**config.mk**
```make
export PLATFORM = sky130hd
export DESIGN_NAME = fork_two_outputs
export DESIGN_NICKNAME = d
export VERILOG_FILES = /design/src/rtl/fork_two_outputs_pkg.sv /design/src/rtl/fork_two_outputs.sv
export SDC_FILE = /design/constraint.sdc
export NUM_CORES = 1
export LEC_CHECK = 0
export ABC_AREA = 1
export BUFFER_PORTS_ARGS = -buffer_cell sky130_fd_sc_hd__buf_2
export CAP_MARGIN = 30
export CELL_PAD_IN_SITES_DETAIL_PLACEMENT = 0
export CELL_PAD_IN_SITES_GLOBAL_PLACEMENT = 1
export CORE_UTILIZATION = 31
export DETAILED_ROUTE_END_ITERATION = 10
export PLACE_DENSITY = 0.81
export SLEW_MARGIN = 20
export SYNTH_ARGS = -nofsm -noshare
export SYNTH_HDL_FRONTEND = slang
export SYNTH_SLANG_ARGS = --single-unit
```
**constraint.sdc**
```tcl
create_clock -name clock -period 4.4 [get_ports clock]
set_clock_uncertainty 0.15 [all_clocks]
set_input_delay 0.88 -clock clock [delete_from_list [all_inputs] [get_ports clock]]
set_output_delay 0.88 -clock clock [all_outputs]
set_load 0.01 [all_outputs]
```
**src/rtl/fork_two_outputs_pkg.sv**
```systemverilog
// Shared FM radio definitions: quantization default, dequantize helper, fork FSM states.
package fork_two_outputs_pkg;

    localparam int QUANT_BITS_DEFAULT = 10;

    typedef enum logic [0:0] {
        S_READ  = 1'b0,
        S_WRITE = 1'b1
    } state_t;

    // Signed divide by 2^qbits rounding toward zero: bias negatives before the shift.
    function automatic logic signed [63:0] dequantize(input logic signed [63:0] value,
                                                      input int qbits);
        logic signed [63:0] bias;
        bias = value[63] ? ((64'sd1 <<< qbits) - 64'sd1) : 64'sd0;
        return (value + bias) >>> qbits;
    endfunction

endpackage

```
**src/rtl/fork_two_outputs.sv**
```systemverilog
// Stream fork: one input FIFO fans out to FIFOs A and B with independent handshakes.
// Define FORK_GAIN_EN to scale branch B by GAIN_B (fixed point, QUANT_BITS fraction bits).
module fork_two_outputs
    import fork_two_outputs_pkg::*;
#(
    parameter int                 DATA_WIDTH = 32,
    parameter int                 QUANT_BITS = QUANT_BITS_DEFAULT,
    parameter logic signed [31:0] GAIN_B     = 32'sd512
) (
    input  logic                  clock,
    input  logic                  reset,
    output logic                  in_rd_en,
    input  logic                  in_empty,
    input  logic [DATA_WIDTH-1:0] in_dout,
    output logic                  outA_wr_en,
    input  logic                  outA_full,
    output logic [DATA_WIDTH-1:0] outA_din,
    output logic                  outB_wr_en,
    input  logic                  outB_full,
    output logic [DATA_WIDTH-1:0] outB_din
);

    state_t                state_reg;
    logic [DATA_WIDTH-1:0] data_a_reg;
    logic [DATA_WIDTH-1:0] data_b_reg;
    logic                  sent_a_reg;
    logic                  sent_b_reg;

    logic                  write_a;
    logic                  write_b;
    logic                  done;
    logic                  capture;
    logic [DATA_WIDTH-1:0] branch_b_value;

`ifdef FORK_GAIN_EN
    logic signed [63:0] product;
    logic signed [63:0] scaled;

    assign product        = 64'($signed(in_dout)) * 64'(GAIN_B);
    assign scaled         = dequantize(product, QUANT_BITS);
    assign branch_b_value = scaled[DATA_WIDTH-1:0];
`else
    assign branch_b_value = in_dout;
`endif

    // Strobes are gated by reset so nothing leaks out while reset is held.
    assign write_a = !reset && (state_reg == S_WRITE) && !sent_a_reg && !outA_full;
    assign write_b = !reset && (state_reg == S_WRITE) && !sent_b_reg && !outB_full;
    assign done    = (sent_a_reg || write_a) && (sent_b_reg || write_b);
    assign capture = !reset && !in_empty && ((state_reg == S_READ) || done);

    assign in_rd_en   = capture;
    assign outA_wr_en = write_a;
    assign outB_wr_en = write_b;
    assign outA_din   = write_a ? data_a_reg : '0;
    assign outB_din   = write_b ? data_b_reg : '0;

    always_ff @(posedge clock or posedge reset) begin
        if (reset) begin
            state_reg  <= S_READ;
            data_a_reg <= '0;
            data_b_reg <= '0;
            sent_a_reg <= 1'b0;
            sent_b_reg <= 1'b0;
        end else if (capture) begin
            state_reg  <= S_WRITE;
            data_a_reg <= in_dout;
            data_b_reg <= branch_b_value;
            sent_a_reg <= 1'b0;
            sent_b_reg <= 1'b0;
        end else if (state_reg == S_WRITE) begin
            // Reaching here with done set means the input ran dry: go idle.
            if (done) begin
                state_reg <= S_READ;
            end
            sent_a_reg <= sent_a_reg || write_a;
            sent_b_reg <= sent_b_reg || write_b;
        end
    end

endmodule
```
Yosys cells after proc, flatten, opt, wreduce, memory -nomap -nowiden
Cells that the tools add are included.
W data, S select, Z words.
- output and inout bits: 67
- flip-flop bits (word level): 35
- word-level logic and storage cells: 32
- reductions and logical operators: 18
- bitwise operators: 1
- multiplexer cells: 9
- operators with widths (kind ; count):
    $mux W32 ; 2
    $logic_and A1 B1 Y1 ; 8
    $mux W1 ; 7
    $logic_not A1 Y1 ; 6
    $logic_or A1 B1 Y1 ; 3
    $reduce_bool A2 Y1 ; 1
    $not A1 Y1 ; 1

Logic depth before layout (Yosys ltp)
Gate-level depths: netlist (run 1).
- depth after elaboration: 9
- gate-level depth with buffers: 10
- mapped depth without buffers: 9

Worst setup path before layout (run 1)
Ideal clock, no wire load.
- kind: input -> output
- start: input reset
- end: output in_rd_en
- arrival time: 1.572 ns
- data required time: 3.370 ns
- path buffers: 0
- slack: 1.798 ns
- stages: 7
- cells stage by stage: nor2_2 -> nand2_2 -> nand2_1 -> nand2_1 -> nand2_4 -> nand2_4 -> inv_1
- word-level cells in the longest chain between the ends: 8
- ends and longest elaborated chain (element ; line ; RTL):
    from (decl) ; fork_two_outputs.sv:11 ; input logic reset,
    $logic_not A1 Y1 (no source line) * ; -- ;
    $logic_and A1 B1 Y1 ; fork_two_outputs.sv:47, fork_two_outputs.sv:48 ;
    $logic_and A1 B1 Y1 (on tied branches) (2 in series) ; fork_two_outputs.sv:47, fork_two_outputs.sv:48 ;
    $logic_or A1 B1 Y1 ; fork_two_outputs.sv:49 ; assign done = (sent_a_reg || write_a) && (sent_b_reg || write_b);
    $logic_and A1 B1 Y1 ; fork_two_outputs.sv:49 ;
    $logic_or A1 B1 Y1 ; fork_two_outputs.sv:50 ; assign capture = !reset && !in_empty && ((state_reg == S_READ) || done);
    $logic_and A1 B1 Y1 * ; fork_two_outputs.sv:50 ;
    to (decl) ; fork_two_outputs.sv:12 ; output logic in_rd_en,
Every way passes the cells marked *; elsewhere a longest branch is shown, timed or not.

Worst setup path after layout (run 1)
Same ends and word-level chain as after synthesis.

==> results of run 1 <==
cells by family (layout without fill, tap and decap cells):
group	Yosys count	count (layout)	share of synthesized area
AOI/OAI and AO/OA	1	1	0.002722
buffers and inverters	56	154	0.1328
DFF	35	35	0.4768
and+or+nand+nor	173	173	0.3876
routing by layer:
| metal | track usage | vias to the layer above |
|---|---|---|
| met5 | 0 | - |
| met4 | 0.06000 | 0 |
| met3 | 0.03908 | 5 |
| met2 | 0.2750 | 69 |
| met1 | 0.1799 | 807 |
| li1 | - | 973 |
area by class of cell:
| type | count | share of cell area |
|---|---|---|
| well taps | 72 | 0.03666 |
| multi-input cells | 174 | 0.2928 |
| clock buffers | 6 | 0.02953 |
| repair buffers | 107 | 0.2220 |
| flip-flops and latches | 35 | 0.3564 |
| inverters | 41 | 0.06263 |
power breakdown:
part / leakage [uW] / switching (uW) / internal (uW) / total, uW
Clock: 0.0000371 / 102 / 105 / 207
Sequential: 0.000434 / 79.6 / 472 / 552
Combinational: 0.00112 / 353 / 175 / 528
Total: 0.00159 / 534 / 753 / 1290
path summary, 6_finish.rpt:
| kind | from | endpoint | slack, ns | cells past startpoint |
|---|---|---|---|---|
| worst max-delay path | reset | in_rd_en | 1.0 | 9 |
| worst min-delay path | data_b_reg[25] | data_b_reg[25] | 0.32 | 2 |
| worst max register to register | state_reg | sent_a_reg | 2.46 | 9 |
| worst min register to register | data_b_reg[25] | data_b_reg[25] | 0.32 | 2 |
| max in group asynchronous | reset | state_reg | 2.84 | 3 |
| min in group asynchronous | reset | data_b_reg[19] | 0.55 | 2 |
cells in the final DEF (no fill, tap or decap), drive strengths merged:
cell | Yosys | routed
clkbuf | 9 | 6
o21ai | 1 | 1
inv | 41 | 41
buf | 6 | 107
nand2 | 71 | 71
dfrtp | 35 | 35
nor2 | 70 | 70
nand3 | 32 | 32
worst reg2reg max path: stages, from the launching register on:
cell                      delay, ns
sky130_fd_sc_hd__dfrtp_1       0.38
sky130_fd_sc_hd__inv_1         0.06
sky130_fd_sc_hd__nor2_2        0.14
sky130_fd_sc_hd__nand2_2       0.07
sky130_fd_sc_hd__nand2_1       0.08
sky130_fd_sc_hd__nand2_1       0.08
sky130_fd_sc_hd__nand2_4       0.30
sky130_fd_sc_hd__nand2_4       0.31
sky130_fd_sc_hd__inv_1         0.20
sky130_fd_sc_hd__nor2_1        0.05
stage by stage:
| step | instances | util |
|---|---|---|
| 6_report | 435 | 0.4382 |
| 5_1_grt | 435 | 0.4382 |
| 4_1_cts | 435 | 0.4382 |
| 3_5_place_dp | 429 | 0.4253 |
| 3_3_place_gp | 429 | 0.4253 |
| 2_1_floorplan | 265 | - |
==> impl_metrics.json, run 1 <==
{
  "outcome": "finished, final reports clean",
  "drt_first_iter_violations": 82,
  "timing_worst_slew_pin_value_ns": 0.5986,
  "startpoint_type": "input port",
  "met1_length_mm": 2.003,
  "post_drt_via_cell_ratio": 4.262,
  "floorplan.die.width_um": 78.98,
  "place_worst_setup_slack_ns": 0.9644,
  "sequential_fraction_of_the_synthesis_area": 0.4768,
  "die_h_um": 78.98,
  "synthDistinctLibCells": 12,
  "postCtsHoldBufs": 0,
  "ant_nets": 0,
  "timing.setup.tns_ns": 0,
  "setup_slack_ns": 0.9967,
  "critical-path-max-stage-delay_ns": 0.31,
  "clockRootBuffer": "sky130_fd_sc_hd__clkbuf_8",
  "placement.cell_area_um2": 2385,
  "crit_path_cells": "buf_2 -> nor2_2 -> nand2_2 -> nand2_1 -> nand2_1 -> nand2_4 -> nand2_4 -> inv_1 -> buf_2",
  "cpLargestDelayFamily": "simple AND/OR/NAND/NOR gates",
  "fin_hold_ws_ns": 0.3206,
  "antenna_cells": 0,
  "floorplan.core_area_um2": 5608,
  "multi_input_area_um2": 719.4,
  "cp_num_buf_inv": 3,
  "cp_data_required_time_ns": 3.37,
  "yosys.cell_count.top_type": "sky130_fd_sc_hd__nor2_1",
  "postSynthNetCount": 302,
  "maxCapViolCount": 0,
  "worstPathArrival_ns": 2.37,
  "timing.fmax_ghz": 0.2938,
  "antenna_found_initial": 0,
  "post-cts-setup-buffers": 0,
  "leakage_uw": 0.001590,
  "wl_met2_mm": 2.211,
  "post-route-min-period_ns": 3.403,
  "routed-wl-met3_um": 314,
  "dp.final_hpwl_mm": 3.176,
  "grt_first_pass_wirelength_mm": 7.534,
  "fp-row-count": 27,
  "dieArea_um2": 6237,
  "final_max_slew_viol_count": 0,
  "io_pins": 104,
  "finish.instance_area_um2": 2457,
  "layout-area-overhead-vs-synth_pct": 33.79,
  "finalCritPeriodShare": 0.7735,
  "nets_finish": 401,
  "slew_headroom": 0.6005,
  "finalSetupViolations": 0,
  "ys_ff_latch": 35,
  "grt_util_all_layers": 0.1558,
  "clock_tree_from_tritoncts": "yes",
  "grt_start_max_net_pins": 35,
  "hold_viol": 0,
  "mappedNetlistArea_um2": 1837,
  "clock_insertion_delay_worst_skew_ns": 0.28,
  "detail_route.wirelength_mm": 4.596,
  "number_of_global_route_vias_before_repair": 1675,
  "via_count": 1854,
  "synthDominantAreaCellType": "sky130_fd_sc_hd__dfrtp_1",
  "yosys-top-cells-count": "69 x sky130_fd_sc_hd__nor2_1, 67 x sky130_fd_sc_hd__nand2_1, 41 x sky130_fd_sc_hd__inv_1, 35 x sky130_fd_sc_hd__dfrtp_1, 32 x sky130_fd_sc_hd__nand3_1",
  "postCtsResizedCells": 0,
  "buffer_ports.inserted": 103,
  "min_path_type": "register to register",
  "drt_first_pass_iters": 4,
  "synth.yosys.warnings": 0,
  "path_class": "input port to primary output",
  "endpoint_kind": "primary output",
  "routabilityCongestion": 0.6568,
  "syn-mean-instance-area_um2": 6.931,
  "clkSinkCount": 35,
  "p_total_uw": 1287,
  "worst_path_maximum_fanout": 34,
  "layout_cells_sized_above_1": 0.3251,
  "critical-path-slowest-cell": "sky130_fd_sc_hd__nand2_4",
  "remaining_drc_errors": 0,
  "unrepaired_setup_endpoints_after_global_routing": "false",
  "peakVddDrop_v": 0.0002379,
  "p_per_area_nw_per_um2": 523.9,
  "post_synth_inst_count": 265,
  "floorplan.initialDensity": 0.3275,
  "h_tree_depth": 2,
  "cts.path.max_buffers": 2,
  "synth_edf_count": 0,
  "wire_per_inst_um": 10.57,
  "highest-signal-layer": "met4",
  "numCtsBuffers": 5,
  "synth.top_cells.by_area": "sky130_fd_sc_hd__dfrtp_1 48%, sky130_fd_sc_hd__nor2_1 14%, sky130_fd_sc_hd__nand2_1 14%",
  "number_of_flip_flops_under_the_largest_register_name": 32,
  "synthArstFlopShare": 1.000,
  "netlist.area_leader.share": 0.4768,
  "synth_ff_type": "sky130_fd_sc_hd__dfrtp_1",
  "cts.clk_slew.worst_paths_ns": 0.06,
  "sequential_cell_area_um2": 875.8,
  "nFillCells": 629,
  "grt_overflow": 0
}
No activity file was read; power rests on OpenSTA's default activity.
==> inputs of run 2 (changes only) <==
--- a/config.mk
+++ b/config.mk
@@ -10,9 +10,9 @@
 export CAP_MARGIN = 30
 export CELL_PAD_IN_SITES_DETAIL_PLACEMENT = 0
 export CELL_PAD_IN_SITES_GLOBAL_PLACEMENT = 1
-export CORE_UTILIZATION = 31
+export CORE_UTILIZATION = 29
 export DETAILED_ROUTE_END_ITERATION = 10
-export PLACE_DENSITY = 0.81
+export PLACE_DENSITY = 0.76
 export SLEW_MARGIN = 20
 export SYNTH_ARGS = -nofsm -noshare
 export SYNTH_HDL_FRONTEND = slang
==> constraint.sdc (replaced) <==
create_clock -name clock -period 3.3 [get_ports clock]
set_clock_uncertainty 0.15 [all_clocks]
set_input_delay 0.66 -clock clock [delete_from_list [all_inputs] [get_ports clock]]
set_output_delay 0.66 -clock clock [all_outputs]
set_load 0.01 [all_outputs]
==> impl_metrics.json, run 2 (synthesized netlist as in run 1, its figures left out) <==
{
  "timing.setup.tns_ns": 0,
  "detail_route.wirelength_mm": 4.703,
  "startpoint_type": "input port",
  "min_path_type": "input port to asynchronous set/reset pin",
  "unrepaired_setup_endpoints_after_global_routing": "false",
  "wire_per_inst_um": 10.66,
  "postCtsHoldBufs": 0,
  "remaining_drc_errors": 0,
  "floorplan.die.width_um": 81.59,
  "post-cts-setup-buffers": 0,
  "via_count": 1844,
  "routabilityCongestion": 0.6470,
  "outcome": "finished, final reports clean",
  "nets_finish": 402,
  "cts.clk_slew.worst_paths_ns": 0.06,
  "maxCapViolCount": 0,
  "seq_power_share": 0.410,
  "grt_util_all_layers": 0.1464,
  "numCtsBuffers": 5,
  "antenna_found_initial": 0,
  "number_of_global_route_vias_before_repair": 1633,
  "p_per_area_nw_per_um2": 717.7,
  "worst_path_maximum_fanout": 33,
  "crit_path_cells": "buf_2 -> nor2_2 -> nand2_2 -> nand2_1 -> nand2_1 -> nand2_4 -> nand2_4 -> inv_1 -> buf_2",
  "die_h_um": 81.59,
  "cpLargestDelayFamily": "simple AND/OR/NAND/NOR gates",
  "floorplan.initialDensity": 0.3048,
  "clock_tree_from_tritoncts": "yes",
  "floorplan.core_area_um2": 6026,
  "fp-row-count": 28,
  "grt_overflow": 0,
  "io_pins": 104,
  "drt_first_iter_violations": 42,
  "leakage_uw": 0.001609,
  "ff2ff_setup_slack_ns": 1.66,
  "postCtsResizedCells": 0,
  "critical-path-max-stage-delay_ns": 0.20,
  "timing_worst_slew_pin_value_ns": 0.3764,
  "slew_headroom": 0.7488,
  "clkSinkCount": 35,
  "clockRootBuffer": "sky130_fd_sc_hd__clkbuf_8",
  "layout-area-overhead-vs-synth_pct": 35.90,
  "layout_common_cells": "103 x sky130_fd_sc_hd__buf_2, 68 x sky130_fd_sc_hd__nor2_1, 67 x sky130_fd_sc_hd__nand2_1, 41 x sky130_fd_sc_hd__inv_1, 35 x sky130_fd_sc_hd__dfrtp_1",
  "dp.final_hpwl_mm": 3.272,
  "hold_viol": 0,
  "drt_first_pass_iters": 4,
  "buffer_ports.inserted": 103,
  "finalSetupViolations": 0,
  "power.clock.fraction": 0.187,
  "number_of_flip_flops_under_the_largest_register_name": 32,
  "worstPathArrival_ns": 1.79,
  "post-route-min-period_ns": 2.600,
  "finalCritPeriodShare": 0.7878,
  "endpoint_kind": "primary output",
  "finish.instance_area_um2": 2496,
  "ant_nets": 0,
  "final_max_slew_viol_count": 0,
  "grt_start_max_net_pins": 34,
  "antenna_cells": 0,
  "intPower_uw": 1064,
  "switching_share_of_total_power": 0.4059,
  "clock_insertion_delay_worst_skew_ns": 0.28,
  "r2r_start": "state_reg",
  "cts.path.max_buffers": 2,
  "timing.fmax_ghz": 0.3846,
  "h_tree_depth": 2,
  "cp_num_buf_inv": 3,
  "cp_data_required_time_ns": 2.49,
  "power.switching_uw": 727.2,
  "critical-path-slowest-cell": "sky130_fd_sc_hd__nand2_4",
  "peakVddDrop_v": 0.0002407,
  "path_class": "input port to primary output",
  "most_common_cell_after_layout_fill_and_taps_aside": "sky130_fd_sc_hd__buf_2",
  "fin_hold_ws_ns": 0.2382,
  "crit_path_start": "reset",
  "placement.cell_area_um2": 2396,
  "post_drt_via_cell_ratio": 4.181,
  "grt_first_pass_wirelength_mm": 7.307,
  "dieArea_um2": 6656,
  "comb_power_share": 0.403,
  "layout_cells_sized_above_1": 0.3306
}
-- run 2: cell count changes in the layout (fill, tap and decap cells not counted) --
cell,previous run,this run
sky130_fd_sc_hd__buf_4,4,5
sky130_fd_sc_hd__clkbuf_8,5,7
-- run 2: power by group through the flow --
| stage | Clock, uW | Combinational, uW | Sequential (uW) |
|---|---|---|---|
| global route | 357 | 850 | 768 |
| finish | 334 | 723 | 734 |
| global placement | 0 | 729 | 741 |
| floorplan | 0 | 563 | 715 |
| detailed placement | 0 | 742 | 743 |
| CTS | 348 | 744 | 737 |
-- run 2: worst register-to-register path, cell delays in order, from the launching register on --
cell	delay, ns
sky130_fd_sc_hd__dfrtp_1	0.38
sky130_fd_sc_hd__inv_1	0.06
sky130_fd_sc_hd__nor2_2	0.13
sky130_fd_sc_hd__nand2_2	0.07
sky130_fd_sc_hd__nand2_1	0.08
sky130_fd_sc_hd__nand2_1	0.09
sky130_fd_sc_hd__nand2_4	0.07
sky130_fd_sc_hd__buf_4	0.31
sky130_fd_sc_hd__nand3_1	0.14
sky130_fd_sc_hd__nand2_1	0.08
-- run 2: cell type report --
cell class | count | area, um2
Tap cell | 75 | 93.84
Sequential cell | 35 | 875.8
Timing Repair Buffer | 108 | 553.0
Fill cell | 674 | 3530
Clock buffer | 8 | 100.1
Multi-Input combinational cell | 174 | 719.4
Inverter | 41 | 153.9
-- run 2: path summary, 6_finish.rpt --
check	cells after the start	endpoint
worst max-delay path	9	in_rd_en
worst min-delay path	2	data_b_reg[24]
worst max register to register	9	data_b_reg[4]
worst min register to register	2	data_b_reg[0]
max in group asynchronous	3	data_b_reg[4]
min in group clock	2	data_b_reg[0]
-- run 2: routing by layer --
layer | track usage | vias up | wire, um
li1 | - | 975 | -
met1 | 0.1675 | 799 | 2189
met2 | 0.2550 | 63 | 2092
met3 | 0.03333 | 7 | 327
met4 | 0.07368 | 0 | 95
met5 | 0 | - | 0
-- run 2: stage by stage --
step           instances  setup slack, ns  power (uW)  utilization
5_1_grt              441           0.5876        1974       0.4142
4_1_cts              441           0.6740        1829       0.4142
3_5_place_dp         433           0.6797        1485       0.3976
6_report             441           0.7002        1791       0.4142
2_1_floorplan        265            1.138        1278            -
3_3_place_gp         433           0.7240        1470       0.3976
==> inputs of run 3 (changes only) <==
--- a/config.mk
+++ b/config.mk
@@ -10,9 +10,9 @@
 export CAP_MARGIN = 30
 export CELL_PAD_IN_SITES_DETAIL_PLACEMENT = 0
 export CELL_PAD_IN_SITES_GLOBAL_PLACEMENT = 1
-export CORE_UTILIZATION = 29
+export CORE_UTILIZATION = 26
 export DETAILED_ROUTE_END_ITERATION = 10
-export PLACE_DENSITY = 0.76
+export PLACE_DENSITY = 0.72
 export SLEW_MARGIN = 20
 export SYNTH_ARGS = -nofsm -noshare
 export SYNTH_HDL_FRONTEND = slang
==> constraint.sdc (replaced) <==
create_clock -name clock -period 2.1 [get_ports clock]
set_clock_uncertainty 0.15 [all_clocks]
set_input_delay 0.42 -clock clock [delete_from_list [all_inputs] [get_ports clock]]
set_output_delay 0.42 -clock clock [all_outputs]
set_load 0.01 [all_outputs]
==> impl_metrics.json, run 3 (synthesized netlist as in run 1, its figures left out) <==
{
  "outcome": "finished, final reports clean",
  "fp-row-count": 30,
  "final_max_slew_viol_count": 0,
  "p_per_area_nw_per_um2": 1117,
  "grt_first_pass_wirelength_mm": 8.004,
  "antenna_found_initial": 0,
  "finalSetupViolations": 0,
  "numCtsBuffers": 5,
  "slew_headroom": 0.7679,
  "final-instance-count-excl-fill": 467,
  "floorplan.initialDensity": 0.2703,
  "drt_first_pass_iters": 4,
  "die_h_um": 86.05,
  "switching_share_of_total_power": 0.4064,
  "layout-area-overhead-vs-synth_pct": 39.78,
  "timing.fmax_ghz": 0.5046,
  "ant_nets": 0,
  "capturing_point_of_the_worst_reg2reg_path": "data_b_reg[0]",
  "most_common_cell_after_layout_fill_and_taps_aside": "sky130_fd_sc_hd__buf_2",
  "clockRootBuffer": "sky130_fd_sc_hd__clkbuf_8",
  "drt_first_iter_violations": 42,
  "buffer_ports.inserted": 103,
  "maxCapViolCount": 0,
  "startpoint_type": "register",
  "dieArea_um2": 7405,
  "worst_path_maximum_fanout": 3,
  "critical-path-max-stage-delay_ns": 0.36,
  "multi_input_area_um2": 726.9,
  "grt_util_all_layers": 0.1378,
  "worstPathArrival_ns": 1.41,
  "min_path_type": "input port to asynchronous set/reset pin",
  "wire_per_inst_um": 10.45,
  "sequential_cell_area_um2": 875.8,
  "r2r_start": "state_reg",
  "h_tree_depth": 2,
  "grt_overflow": 0,
  "clock_insertion_delay_worst_skew_ns": 0.28,
  "leakage_uw": 0.001632,
  "layout_cells_sized_above_1": 0.3423,
  "intPower_uw": 1702,
  "clock_tree_from_tritoncts": "yes",
  "timing_worst_slew_pin_value_ns": 0.3481,
  "peakVddDrop_v": 0.0004810,
  "hold_viol": 0,
  "clkSinkCount": 35,
  "utilization": 0.3779,
  "routabilityCongestion": 0.6466,
  "cp_data_required_time_ns": 1.53,
  "via_count": 1897,
  "comb_power_share": 0.411,
  "remaining_drc_errors": 0,
  "floorplan.core_area_um2": 6794,
  "number_of_flip_flops_under_the_largest_register_name": 32,
  "finalCritPeriodShare": 0.9437,
  "grt_start_max_net_pins": 34,
  "detail_route.wirelength_mm": 4.881,
  "cpLargestDelayFamily": "simple AND/OR/NAND/NOR gates",
  "ff2ff_setup_slack_ns": 0.49,
  "cts.path.max_buffers": 2,
  "seq_power_share": 0.401,
  "nets_finish": 407,
  "nFillCells": 787,
  "endpoint_kind": "primary output",
  "path_class": "register to primary output",
  "dp.final_hpwl_mm": 3.487,
  "place.detailed.instances": 458,
  "power.clock.fraction": 0.188,
  "critical-path-slowest-cell": "sky130_fd_sc_hd__dfrtp_1",
  "antenna_cells": 0,
  "cts.clk_slew.worst_paths_ns": 0.07,
  "layout_common_cells": "103 x sky130_fd_sc_hd__buf_2, 67 x sky130_fd_sc_hd__nand2_1, 67 x sky130_fd_sc_hd__nor2_1, 41 x sky130_fd_sc_hd__inv_1, 35 x sky130_fd_sc_hd__dfrtp_1",
  "io_pins": 104,
  "crit_path_cells": "inv_1 -> nor2_4 -> nand2_2 -> nand2_1 -> nand2_1 -> nand2_4 -> nand2_4 -> inv_1 -> buf_2",
  "power.switching_uw": 1165,
  "post_drt_via_cell_ratio": 4.062,
  "crit_path_start": "state_reg",
  "cp_num_buf_inv": 3,
  "rr_worst_depth": 9,
  "floorplan.die.width_um": 86.05,
  "number_of_global_route_vias_before_repair": 1718,
  "post-route-min-period_ns": 1.982
}
-- run 3: changes by cell type in the layout (fill, tap and decap cells not counted) --
| cell | before | now |
|---|---|---|
| sky130_fd_sc_hd__buf_4 | 5 | 10 |
| sky130_fd_sc_hd__nor2_4 | 0 | 1 |
| sky130_fd_sc_hd__nor2_1 | 68 | 67 |
-- run 3: cell type report --
| type | count | area share |
|---|---|---|
| well taps | 96 | 0.04678 |
| repair buffers | 113 | 0.2300 |
| flip-flops and latches | 35 | 0.3411 |
| clock buffers | 8 | 0.03899 |
| multi-input cells | 174 | 0.2831 |
| inverters | 41 | 0.05994 |
-- run 3: routing by layer --
| layer | vias up | wire (um) | track usage |
|---|---|---|---|
| li1 | 989 | - | - |
| met1 | 838 | 2331 | 0.1767 |
| met2 | 66 | 2239 | 0.2345 |
| met3 | 4 | 280 | 0.03272 |
| met4 | 0 | 30 | 0.03182 |
| met5 | - | 0 | 0 |
-- run 3: worst max-delay path by stage --
stage                     endpoint  slack (ns)  depth (start not counted)
after global placement    in_rd_en        0.25                          9
after global routing      in_rd_en       -0.01                          9
after floorplan           in_rd_en        0.42                          7
final                     in_rd_en        0.12                          9
after detailed placement  in_rd_en        0.22                          9
after CTS                 in_rd_en        0.03                          9
-- run 3: power by group through the flow --
stage                     Combinational (uW)  Sequential [uW]  Clock (uW)
after floorplan                          885             1120           0
after global placement                  1160             1160           0
after detailed placement                1180             1170           0
after CTS                               1180             1160         563
after global routing                    1380             1200         587
final                                   1180             1150         538
-- run 3: tightest hold or removal path, cell delays in order --
cell and delay (ns):
sky130_fd_sc_hd__buf_2 0.14, sky130_fd_sc_hd__inv_1 0.07, sky130_fd_sc_hd__buf_4 0.22
-- run 3: through the flow --
step	TNS, ns	setup slack [ns]	area (um2)	power [uW]	hold WS (ns)
floorplan	0	0.4180	1837	2009	0.2919
global placement	0	0.2512	2452	2323	0.3052
detailed placement	0	0.2165	2452	2345	0.3093
CTS	0	0.02641	2552	2900	0.03637
global route	-0.01339	-0.01339	2567	3165	0.07143
finish	0	0.1183	2567	2867	0.05593
-- run 3: timing repair --
action,in CTS,in global routing
endpoints found under the setup margin,0,24
buffers inserted,0,1
hold buffers,0,0
gates resized for setup,0,2
